`config.mk`:
```
export PLATFORM = sky130hd
export DESIGN_NAME = rr_pri_enc
export DESIGN_NICKNAME = d
export VERILOG_FILES = /design/src/rtl/rr_pri_enc.sv
export SDC_FILE = /design/constraint.sdc
export NUM_CORES = 1
export LEC_CHECK = 0
export CAP_MARGIN = 20
export CORE_MARGIN = 10
export CORE_UTILIZATION = 53
export CTS_CLUSTER_DIAMETER = 120
export DETAILED_ROUTE_END_ITERATION = 10
export PLACE_DENSITY = 0.86
export SYNTH_ARGS = -nofsm -noshare
export SYNTH_HDL_FRONTEND = slang
export SYNTH_HIERARCHICAL = 1
export SYNTH_SLANG_ARGS = --single-unit
```
`constraint.sdc`:
```
create_clock -name clk -period 10.8 [get_ports clk]
set_clock_uncertainty 0.05 [all_clocks]
set_input_delay 2.16 -clock clk [delete_from_list [all_inputs] [get_ports clk]]
set_output_delay 2.16 -clock clk [all_outputs]
set_load 0.005 [all_outputs]
```
`src/rtl/rr_pri_enc.sv`:
```
// Registered valid/ready priority encoder: fixed (LSB/MSB-first) or round-robin selection
// of one request, presented as a binary index plus a one-hot grant.
`ifndef HIGH
`define HIGH 1'b1
`endif
`ifndef LOW
`define LOW 1'b0
`endif
`ifndef ENABLE
`define ENABLE 1'b1
`endif
`ifndef DISABLE
`define DISABLE 1'b0
`endif

// One lane: qualifies its request by whether it lies at or above the search base.
module rr_pri_enc_lane #(
  parameter int OUT  = 3,
  parameter int LANE = 0
) (
  input  logic [OUT-1:0] base,
  input  logic           req,
  output logic           hi
);
  assign hi = req && (OUT'(LANE) >= base);
endmodule

module rr_pri_enc #(
  parameter int IN   = 32,
  parameter bit ACT  = `HIGH,
  parameter bit MODE = 1'b1,
  parameter bit MSB  = `ENABLE,
  parameter int OUT  = $clog2(IN)
) (
  input  logic           clk,
  input  logic           reset_n,
  input  logic           flush,
  input  logic [IN-1:0]  in,
  output logic           out_valid,
  input  logic           out_ready,
  output logic [OUT-1:0] out,
  output logic [IN-1:0]  grant,
  output logic [OUT-1:0] ptr
);
  localparam logic [OUT-1:0] LAST = OUT'(IN - 1);

  logic [IN-1:0]  in_act, req_hi, sel_oh;
  logic           load_en, fire, any;
  logic [OUT-1:0] nxt_out, base, sel;

  assign in_act  = ACT ? in : ~in;
  assign any     = |in_act;
  assign load_en = !out_valid || out_ready;
  assign fire    = out_valid && out_ready;
  // Wrap at IN-1 so non-power-of-two widths never visit unused indices.
  assign nxt_out = (out == LAST) ? '0 : out + 1'b1;
  // Bypass the pointer on fire so back-to-back grants never repeat an index.
  assign base    = (MODE && fire) ? nxt_out : ptr;

  genvar gi;
  generate
    for (gi = 0; gi < IN; gi++) begin : g_lane
      rr_pri_enc_lane #(.OUT(OUT), .LANE(gi)) u_lane (
        .base (base),
        .req  (in_act[gi]),
        .hi   (req_hi[gi])
      );
    end
  endgenerate

  function automatic logic [OUT-1:0] find_lo(input logic [IN-1:0] v);
    logic [OUT-1:0] r;
    r = '0;
    for (int i = IN - 1; i >= 0; i--)
      if (v[i]) r = OUT'(i);
    return r;
  endfunction

  function automatic logic [OUT-1:0] find_hi(input logic [IN-1:0] v);
    logic [OUT-1:0] r;
    r = '0;
    for (int i = 0; i < IN; i++)
      if (v[i]) r = OUT'(i);
    return r;
  endfunction

  // Circular search = lowest request at/above base, else lowest request overall.
  always_comb begin
    sel = '0;
    if (MODE)     sel = (|req_hi) ? find_lo(req_hi) : find_lo(in_act);
    else if (MSB) sel = find_hi(in_act);
    else          sel = find_lo(in_act);
  end

  always_comb begin
    sel_oh = '0;
    for (int i = 0; i < IN; i++)
      sel_oh[i] = any && (sel == OUT'(i));
  end

  always_ff @(posedge clk or negedge reset_n) begin
    if (!reset_n) begin
      out_valid <= 1'b0;
      out       <= '0;
      grant     <= '0;
      ptr       <= '0;
    end else if (flush) begin
      out_valid <= 1'b0;
      out       <= '0;
      grant     <= '0;
      ptr       <= '0;
    end else begin
      if (load_en) begin
        out_valid <= any;
        out       <= any ? sel : '0;
        grant     <= sel_oh;
      end
      if (MODE && fire) ptr <= nxt_out;
    end
  end
endmodule

```
After elaboration in Yosys (flattened, before gate mapping). Index checks and enable logic that the tools add are counted.

Bits in registers: 43. Bits of input ports: 36. Output and inout bits: 43. Word-level logic and storage cells: 215.

Add/subtract/negate cells: 1. Magnitude comparators: 32. Eq/ne operators: 32. Mux-type cells: 75. Reductions and logical operators: 71.

Operators with widths (count): two-way mux 5 bit (71); == test 5 bit, second input constant (17); >= comparator 5 bit, first input constant (16); logical AND 1 bit (65); two-way mux 32 bit (2); OR reduction 32 bit (2); == test 5 x 4 -> 1 bit, second input constant (8); >= comparator 4 x 5 -> 1 bit, first input constant (8); == test 5 x 3 -> 1 bit, second input constant (4); >= comparator 3 x 5 -> 1 bit, first input constant (4); == test 5 x 2 -> 1 bit, second input constant (2); >= comparator 1 x 5 -> 1 bit, first input constant (2); >= comparator 2 x 5 -> 1 bit, first input constant (2); adder 5 x 1 -> 5 bit, second input constant (1); == test 5 x 1 -> 1 bit, second input constant (1); zero test 5 bit (1); two-way mux 1 bit (2); nonzero test 2 bit (1); zero test 1 bit (1); logical OR 1 bit (1).

Logic depth before layout (Yosys ltp). Gate-level depths: netlist of run 1.

Word-level depth: 42. Depth in mapped cells: 14. Depth with buffers taken out: 13.

By module. The synthesis of run 1 kept the hierarchy.

Modules (own cells, without submodules): rr_pri_enc (times used 1, cells each 286, area each 2518.7 µm², sequential area each 1076.0 µm²); rr_pri_enc_lane at g_lane[0].u_lane ... (times used 4, cells each 2, area each 20.0 µm², sequential area each 0.0 µm²); rr_pri_enc_lane at g_lane[14].u_lane ... (times used 5, cells each 2, area each 15.0 µm², sequential area each 0.0 µm²); rr_pri_enc_lane at g_lane[13].u_lane ... (times used 3, cells each 2, area each 18.8 µm², sequential area each 0.0 µm²); rr_pri_enc_lane at g_lane[21].u_lane ... (times used 3, cells each 3, area each 15.0 µm², sequential area each 0.0 µm²); rr_pri_enc_lane at g_lane[17].u_lane ... (times used 3, cells each 2, area each 13.8 µm², sequential area each 0.0 µm²); rr_pri_enc_lane at g_lane[11].u_lane ... (times used 2, cells each 2, area each 16.3 µm², sequential area each 0.0 µm²); rr_pri_enc_lane at g_lane[26].u_lane ... (times used 2, cells each 3, area each 16.3 µm², sequential area each 0.0 µm²); rr_pri_enc_lane at g_lane[8].u_lane (times used 1, cells each 2, area each 21.3 µm², sequential area each 0.0 µm²); rr_pri_enc_lane at g_lane[10].u_lane (times used 1, cells each 3, area each 18.8 µm², sequential area each 0.0 µm²); rr_pri_enc_lane at g_lane[20].u_lane (times used 1, cells each 3, area each 17.5 µm², sequential area each 0.0 µm²); rr_pri_enc_lane at g_lane[3].u_lane (times used 1, cells each 1, area each 15.0 µm², sequential area each 0.0 µm²); rr_pri_enc_lane at g_lane[15].u_lane (times used 1, cells each 1, area each 13.8 µm², sequential area each 0.0 µm²); rr_pri_enc_lane at g_lane[7].u_lane (times used 1, cells each 1, area each 12.5 µm², sequential area each 0.0 µm²); 4 more rows.

Worst setup path before layout of run 1. No wires, ideal clock.

Kind: input-to-reg. Start point: in out_ready. End point: reg grant[10]. Library setup time: 0.067 ns. Arrival: 6.827 ns. Required time: 10.683 ns. Slack: 3.856 ns. Stages: 11. Buffers on the path: 0. Cells stage by stage: nand2_1 o31ai_1 o2111ai_1 and2_1 nor4_1 nand4_1 or3_1 or3_1 o22ai_4 nor2b_2 a22o_1.

Elaborated cells between the ends (all ways): 106. Those cells by class: order compare: 32; eq/ne: 1; mux: 36; reduce/logical: 37.

RTL lines: from (decl) (RTL line 40) `input logic out_ready,`; logical AND 1 bit * (RTL line 54) `assign fire = out_valid && out_ready;`; two-way mux 5 bit *; net base[3] (RTL line 49) `logic [OUT-1:0] nxt_out, base, sel;`; >= comparator 5 bit * (RTL line 25) `assign hi = req && (OUT'(LANE) >= base);`; logical AND 1 bit * (RTL line 25); net req_hi[28] (RTL line 47) `logic [IN-1:0] in_act, req_hi, sel_oh;`; two-way mux 5 bit (29 in a row) (RTL line 75) `if (v[i]) r = OUT'(i);`; two-way mux 5 bit * (RTL line 90) `if (MODE) sel = (|req_hi) ? find_lo(req_hi) : find_lo(in_act);`; == test 5 x 4 -> 1 bit * (RTL line 98) `sel_oh[i] = any && (sel == OUT'(i));`; logical AND 1 bit * (RTL line 98); two-way mux 32 bit * (RTL line 113) `if (load_en) begin`; two-way mux 32 bit * (RTL line 107) `end else if (flush) begin`; to (signal assigned) (RTL line 116) `grant <= sel_oh;`; to (decl) (RTL line 42) `output logic [IN-1:0] grant,`.

Mark *: on every way through the listed nets, which the timed path passes. The rest lies on a longest branch. The select of a mux whose other input is x is not followed. A chain may end at the register's enable or synchronous reset.

Worst setup path in the final report of run 1.
Start point: in out_ready. End point: reg grant[22].

Elaborated cells between the ends (all ways): 106. Those cells by class: order compare: 32; eq/ne: 1; mux: 36; reduce/logical: 37.

RTL lines (RTL line): logical AND 1 bit * (54); two-way mux 5 bit *; net base[4] (49); >= comparator 5 bit * (25); logical AND 1 bit * (25); net req_hi[28] (47); two-way mux 5 bit (29 in a row) (75); two-way mux 5 bit * (90); == test 5 bit * (98); logical AND 1 bit * (98); two-way mux 32 bit * (113); two-way mux 32 bit * (107).

Marked as above.

==> results.md, run 1 <==
- Measured slew at the worst slew-check pin: 0.954 ns
- Starting density of the core: 54.9%
- Top-count cell post-synth: dfrtp_1
- Top-area cell type share of the netlist area: 35.6%
- Syn_nets: 390
- Final-report setup violation count: 0
- Sequential share of power: 46.3%
- Power density cells: 90.7 mW/mm2
- Min-delay worst type: reg -> reg
- DIE HEIGHT: 95.5 um
- CTS Hold Bufs: 0
- Number of global-route vias before repair: 3024
- Post-synth EDFFs: 0
- CP endpoint kind: register
- Global Route Usage Sum: 20.3%
- First-pass GRT wire length: 15200 um
- Setup bufs post-CTS: 0
- WS Path Type: in -> reg
- Logic gate share of total power: 25.9%
- Peak supply drop: 0.0000829 V
- Worst hold stages: 2
- DRT Pass-1 Iters: 5
- DRT antenna net count: 0
- Starting DRT DRC Count: 319
- Vias per inst: 6.39
- Core area: 0.00551 mm2
- Primary FF master, synth: dfrtp_1
- Crit path required time: 10.93 ns
- TritonCTS clock tree: done
- Setup TNS: 0 ns
- Final wirelength: 9550 um
- Final #Nets: 473
- I/O pin count: 79
- Fin area: 0.00401 mm2
- Status: completed
- R2r startpoint: out[0]
- RSZ-0062 raised after global routing: no
- Leakage: 0.00157 uW
- Clock share of power: 27.9%
- Crit path from: out_ready
- Antenna violations before repair: 0
- Worst setup endpoint: grant[22]
- Mapped Area: 0.00302 mm2
- Path depth of the worst reg2reg path: 14
- Synth area leaders: dfrtp_1 (36%), a22o_1 (5.8%), nand2_1 (4.6%)
- Synthesis Warnings: 6
- Worst rel slew slack: 36.1%
- Placed cell area: 0.00392 mm2
- Slack of the worst reg-to-reg path: 6.24 ns
- Avg WL per Cell: 18.8 um
- Final hold vios: 0
- Startpoint Class: primary input
- Dpl cells: 500
- Pin count of the biggest net entering global routing: 44
- Num rows: 27
- Number of gates resized after CTS: 0
- H-tree depth: 2
- Clock buffer depth: 2
- Clk_lat worst skew: 0.30 ns
- Chip width: 95.5 um
- Area growth syn-to-layout: 32.7%
- DP HPWL: 7290 um
- Fin crit share: 57.1%
- Inserted Clock Buffers: 5
- CP Max Fanout: 34
- Via count: 3247
- GRT overflow: 0
- Layout Cells excl Fill: 508
- Max Freq: 162 MHz
- R2r endpoint: grant[22]
- CTS Sinks: 43
- Worst EP arrival: 6.30 ns
- Synth Instances: 352
- GPL Wtd Cong: 0.879
- Sw Pwr: 114 uW
- # fillers: 422
- Die area: 0.00912 mm2
- Clk slew on worst S/H paths: 0.08 ns
- Synthesized area per cell: 8.58 um2
- MaxCap Viol Count: 0
- Ant diodes: 0
- Yosys top cell by area: dfrtp_1
- Synth cell types: 64
- DRC: 0
- Internal power: 249 uW
- Synth async-reset ratio: 100%
- Minimum clock period: 6.17 ns
- Synthesized flop and latch total: 43
- Port buffer count: 78
- Slew Limit Fails: 0
- Commonest cells post-synth: dfrtp_1 (43), nand2_1 (37), nor2_1 (33), o21ai_0 (24), a22o_1 (20)
- Root Buffer: clkbuf_8
- Switching Fraction: 31.5%
- Seq/Total Area, Yosys: 35.6%
- Layout cell share with drive strength beyond 1: 8.49%
[sequential cells by signal (all words and copies together) (netlist names)]
signal and flops:
grant 32, out_valid 1, ptr 5, out 5
[critical path, cell delays in order]
cell	delay (ns)
clkdlybuf4s50_1	0.51
nand2_1	0.26
mux2_2	0.79
o2111ai_1	0.18
and2_1	0.22
nor4_1	0.40
nand4_1	0.25
or3_1	0.43
a2111oi_0	0.36
a22o_2	0.34
nand2b_1	0.23
o21ai_0	0.13
[layout make-up]
class	count	area, um2	share of cell area [%]
well taps	72	90.1	2.25
clock inverters	2	12.5	0.312
repair buffers	82	806	20.1
inverters	16	60.1	1.50
multi-input cells	287	1890	47.2
flip-flops and latches	43	1080	26.8
clock buffers	6	72.6	1.81
[power groups by stage]
stage | Combinational (uW) | Clock, uW | Sequential [uW]
6_report | 93.9 | 101 | 168
5_1_grt | 102 | 108 | 169
4_1_cts | 93.0 | 101 | 168
3_5_place_dp | 92.5 | 0 | 171
3_3_place_gp | 89.9 | 0 | 171
2_1_floorplan | 48.5 | 0 | 170
[layer usage]
metal,vias to the layer above,GRT usage (%),routed length [um]
li1,1520,-,-
met1,1538,27.8,4030
met2,174,32.9,4580
met3,15,3.53,854
met4,0,4.30,90
met5,-,0,0
[worst min path at each step]
stage | startpoint | endpoint | slack [ns]
after floorplan | grant[16] | grant[16] | 0.42
after global placement | grant[28] | grant[28] | 0.42
after detailed placement | grant[24] | grant[24] | 0.42
after CTS | grant[24] | grant[24] | 0.44
after global routing | grant[24] | grant[24] | 0.47
final | grant[24] | grant[24] | 0.44
[stage by stage]
step	total power (uW)	hold WS [ns]	setup WS (ns)	utilization (%)
after floorplan	219	0.423	3.86	-
after global placement	261	0.419	4.59	71.2
after global routing	379	0.467	4.33	72.8
final	363	0.435	4.63	72.8
after detailed placement	263	0.421	4.44	71.2
after CTS	362	0.440	4.71	72.8
[cells in the final DEF, fill, tap and decap left out, types with 4 or more instances in the layout]
cell type,n
a22o_1,20
o21ai_0,24
clkdlybuf4s50_1,77
nor2b_1,9
o211ai_1,9
nand2b_1,7
nor2_1,33
o21ai_1,7
nand4_1,4
clkbuf_8,5
and2_1,7
nand3_1,8
and3_1,5
buf_4,4
o21a_1,5
inv_1,16
or3_1,4
or4_1,5
dfrtp_1,43
nor4_1,15
nor3_1,11
nand2_1,37
a21oi_1,12
[cell families after synthesis]
logic type                 count (synthesis)  share of synthesized area [%]
buffers and inverters                     22                           2.86
and+or+nand+nor                          163                           29.9
AOI/OAI and AO/OA                        118                           29.5
adders and majority gates                  2                          0.828
DFF                                       43                           35.6
muxes                                      2                          0.746
xor gates and xnor gates                   2                          0.580
(Power assumes the default switching activity.)
==> run 2: changes to the inputs <==
--- a/config.mk
+++ b/config.mk
@@ -7,10 +7,10 @@
 export LEC_CHECK = 0
 export CAP_MARGIN = 20
 export CORE_MARGIN = 10
-export CORE_UTILIZATION = 53
+export CORE_UTILIZATION = 49
 export CTS_CLUSTER_DIAMETER = 120
 export DETAILED_ROUTE_END_ITERATION = 10
-export PLACE_DENSITY = 0.86
+export PLACE_DENSITY = 0.8
 export SYNTH_ARGS = -nofsm -noshare
 export SYNTH_HDL_FRONTEND = slang
 export SYNTH_HIERARCHICAL = 1
==> constraint.sdc (replaced) <==
create_clock -name clk -period 6.15 [get_ports clk]
set_clock_uncertainty 0.05 [all_clocks]
set_input_delay 1.23 -clock clk [delete_from_list [all_inputs] [get_ports clk]]
set_output_delay 1.23 -clock clk [all_outputs]
set_load 0.005 [all_outputs]
==> run 2 against run 1 <==
  * Die area up 6.4%
  * Routed wire length down 2.6%
  * Cell count up 0.79%
  * First-iteration DRC count down 23%
  * Setup slack worse by 3.7 ns
==> results.md, run 2 (same netlist as run 1, synthesis figures left out) <==
- Sequential share of power: 42.5%
- Vias per inst: 6.18
- Clock share of power: 33.9%
- Internal power: 491 uW
- CP endpoint kind: register
- Final Util: 68.1%
- Clk slew on worst S/H paths: 0.07 ns
- Layout cell share with drive strength beyond 1: 8.92%
- GPL Wtd Cong: 0.901
- RSZ-0062 raised after global routing: no
- Worst hold stages: 2
- Clock buffer depth: 2
- Via count: 3162
- Antenna violations before repair: 0
- DRT Pass-1 Iters: 6
- Largest regs: grant x32, out x5, ptr x5
- DIE HEIGHT: 98.5 um
- Largest register by flop count: grant
- Max FFs per register: 32
- Clk_lat worst skew: 0.30 ns
- MaxCap Viol Count: 0
- Number of gates resized after CTS: 0
- Most frequent cells in the layout: clkdlybuf4s50_1 (77), dfrtp_1 (43), nand2_1 (37), nor2_1 (33), o21ai_0 (24)
- Final hold vios: 0
- CTS Hold Bufs: 0
- Chip width: 98.5 um
- Pin count of the biggest net entering global routing: 44
- H-tree depth: 2
- FF+latch area: 0.00108 mm2
- Worst rel slew slack: 36.2%
- Area growth syn-to-layout: 34.3%
- Layout Cells excl Fill: 512
- Fin area: 0.00406 mm2
- Measured slew at the worst slew-check pin: 0.953 ns
- Final #Nets: 474
- Number of global-route vias before repair: 3082
- Startpoint Class: primary input
- Most common cell after layout, fill and taps aside: clkdlybuf4s50_1
- Setup bufs post-CTS: 0
- I/O pin count: 79
- Path depth of the worst reg2reg path: 14
- TritonCTS clock tree: done
- Max Freq: 193 MHz
- Switching Fraction: 29.1%
- Minimum clock period: 5.19 ns
- Core area: 0.00596 mm2
- Ant diodes: 0
- Root Buffer: clkbuf_8
- Port buffer count: 78
- Final hold slack: 0.436 ns
- First-pass GRT wire length: 15200 um
- Worst EP arrival: 5.32 ns
- Status: completed
- Logic gate share of total power: 23.6%
- Global Route Usage Sum: 18.3%
- CP Max Fanout: 28
- Inserted Clock Buffers: 5
- Setup TNS: 0 ns
- CTS Sinks: 43
- DRT antenna net count: 0
- Sw Pwr: 201 uW
- Crit path required time: 6.28 ns
- Power density cells: 171 mW/mm2
- Dpl cells: 504
- Slew Limit Fails: 0
- # fillers: 477
- Num rows: 28
- Multi-input gate area: 0.00189 mm2
- WS Path Type: in -> reg
- Avg WL per Cell: 18.2 um
- Min-delay worst type: reg -> reg
- Peak supply drop: 0.000134 V
- Starting density of the core: 50.7%
- Die area: 0.00970 mm2
- DRC: 0
- DP HPWL: 7220 um
- Final wirelength: 9300 um
- GRT overflow: 0
- Fin crit share: 84.3%
- Final-report setup violation count: 0
- Placed cell area: 0.00393 mm2
- Starting DRT DRC Count: 246
- Leakage: 0.00160 uW
run 2: changes by cell type in the layout (fill, tap and decap cells not counted), sizes merged:
cell | before | now
buf | 5 | 6
bufinv | 0 | 1
clkinv | 1 | 0
clkinvlp | 1 | 0
inv | 16 | 17
run 2: path summary, 6_finish.rpt:
path                            startpoint        end  slack (ns)
worst max-delay path             out_ready   grant[8]        0.96
worst min register to register   grant[16]  grant[16]        0.44
worst max register to register      out[0]   grant[8]        1.61
max in group asynchronous          reset_n  grant[16]        4.44
min in group asynchronous          reset_n  grant[30]        1.02
worst min-delay path             grant[16]  grant[16]        0.44
run 2: layout make-up:
class | instances | share of cell area (%)
multi-input cells | 287 | 46.6
flip-flops and latches | 43 | 26.5
repair buffers | 83 | 20.1
well taps | 75 | 2.31
clock buffers | 6 | 2.04
inverters | 16 | 1.48
clock inverters | 2 | 0.956
run 2: power by group through the flow:
stage / combinational (uW) / sequential [uW] / clock (uW)
detailed placement: 161 / 300 / 0
floorplan: 85.2 / 299 / 0
global route: 179 / 296 / 248
finish: 163 / 295 / 234
CTS: 163 / 295 / 239
global placement: 159 / 300 / 0
run 2: critical path, cell delays in order:
cell	delay, ns
clkdlybuf4s50_1	0.51
nand2_1	0.26
mux2_2	0.71
o2111ai_1	0.18
and2_1	0.22
nor4_1	0.41
nand4_1	0.27
or3_1	0.45
a2111oi_0	0.37
a22o_2	0.32
nor2_1	0.13
a22o_1	0.23
run 2: per-stage QoR:
| stage | total power, uW | setup WS [ns] |
|---|---|---|
| after floorplan | 384 | 0.136 |
| after global placement | 459 | 0.955 |
| after detailed placement | 462 | 0.742 |
| after CTS | 696 | 0.991 |
| after global routing | 722 | 0.574 |
| final | 693 | 0.963 |
run 2: routing by layer:
| layer | share of wire, % | global-route usage [%] | up-vias |
|---|---|---|---|
| li1 | - | - | 1528 |
| met1 | 44 | 24.0 | 1508 |
| met2 | 48 | 29.8 | 106 |
| met3 | 5.9 | 3.42 | 20 |
| met4 | 2.1 | 5.73 | 0 |
| met5 | 0 | 0 | - |
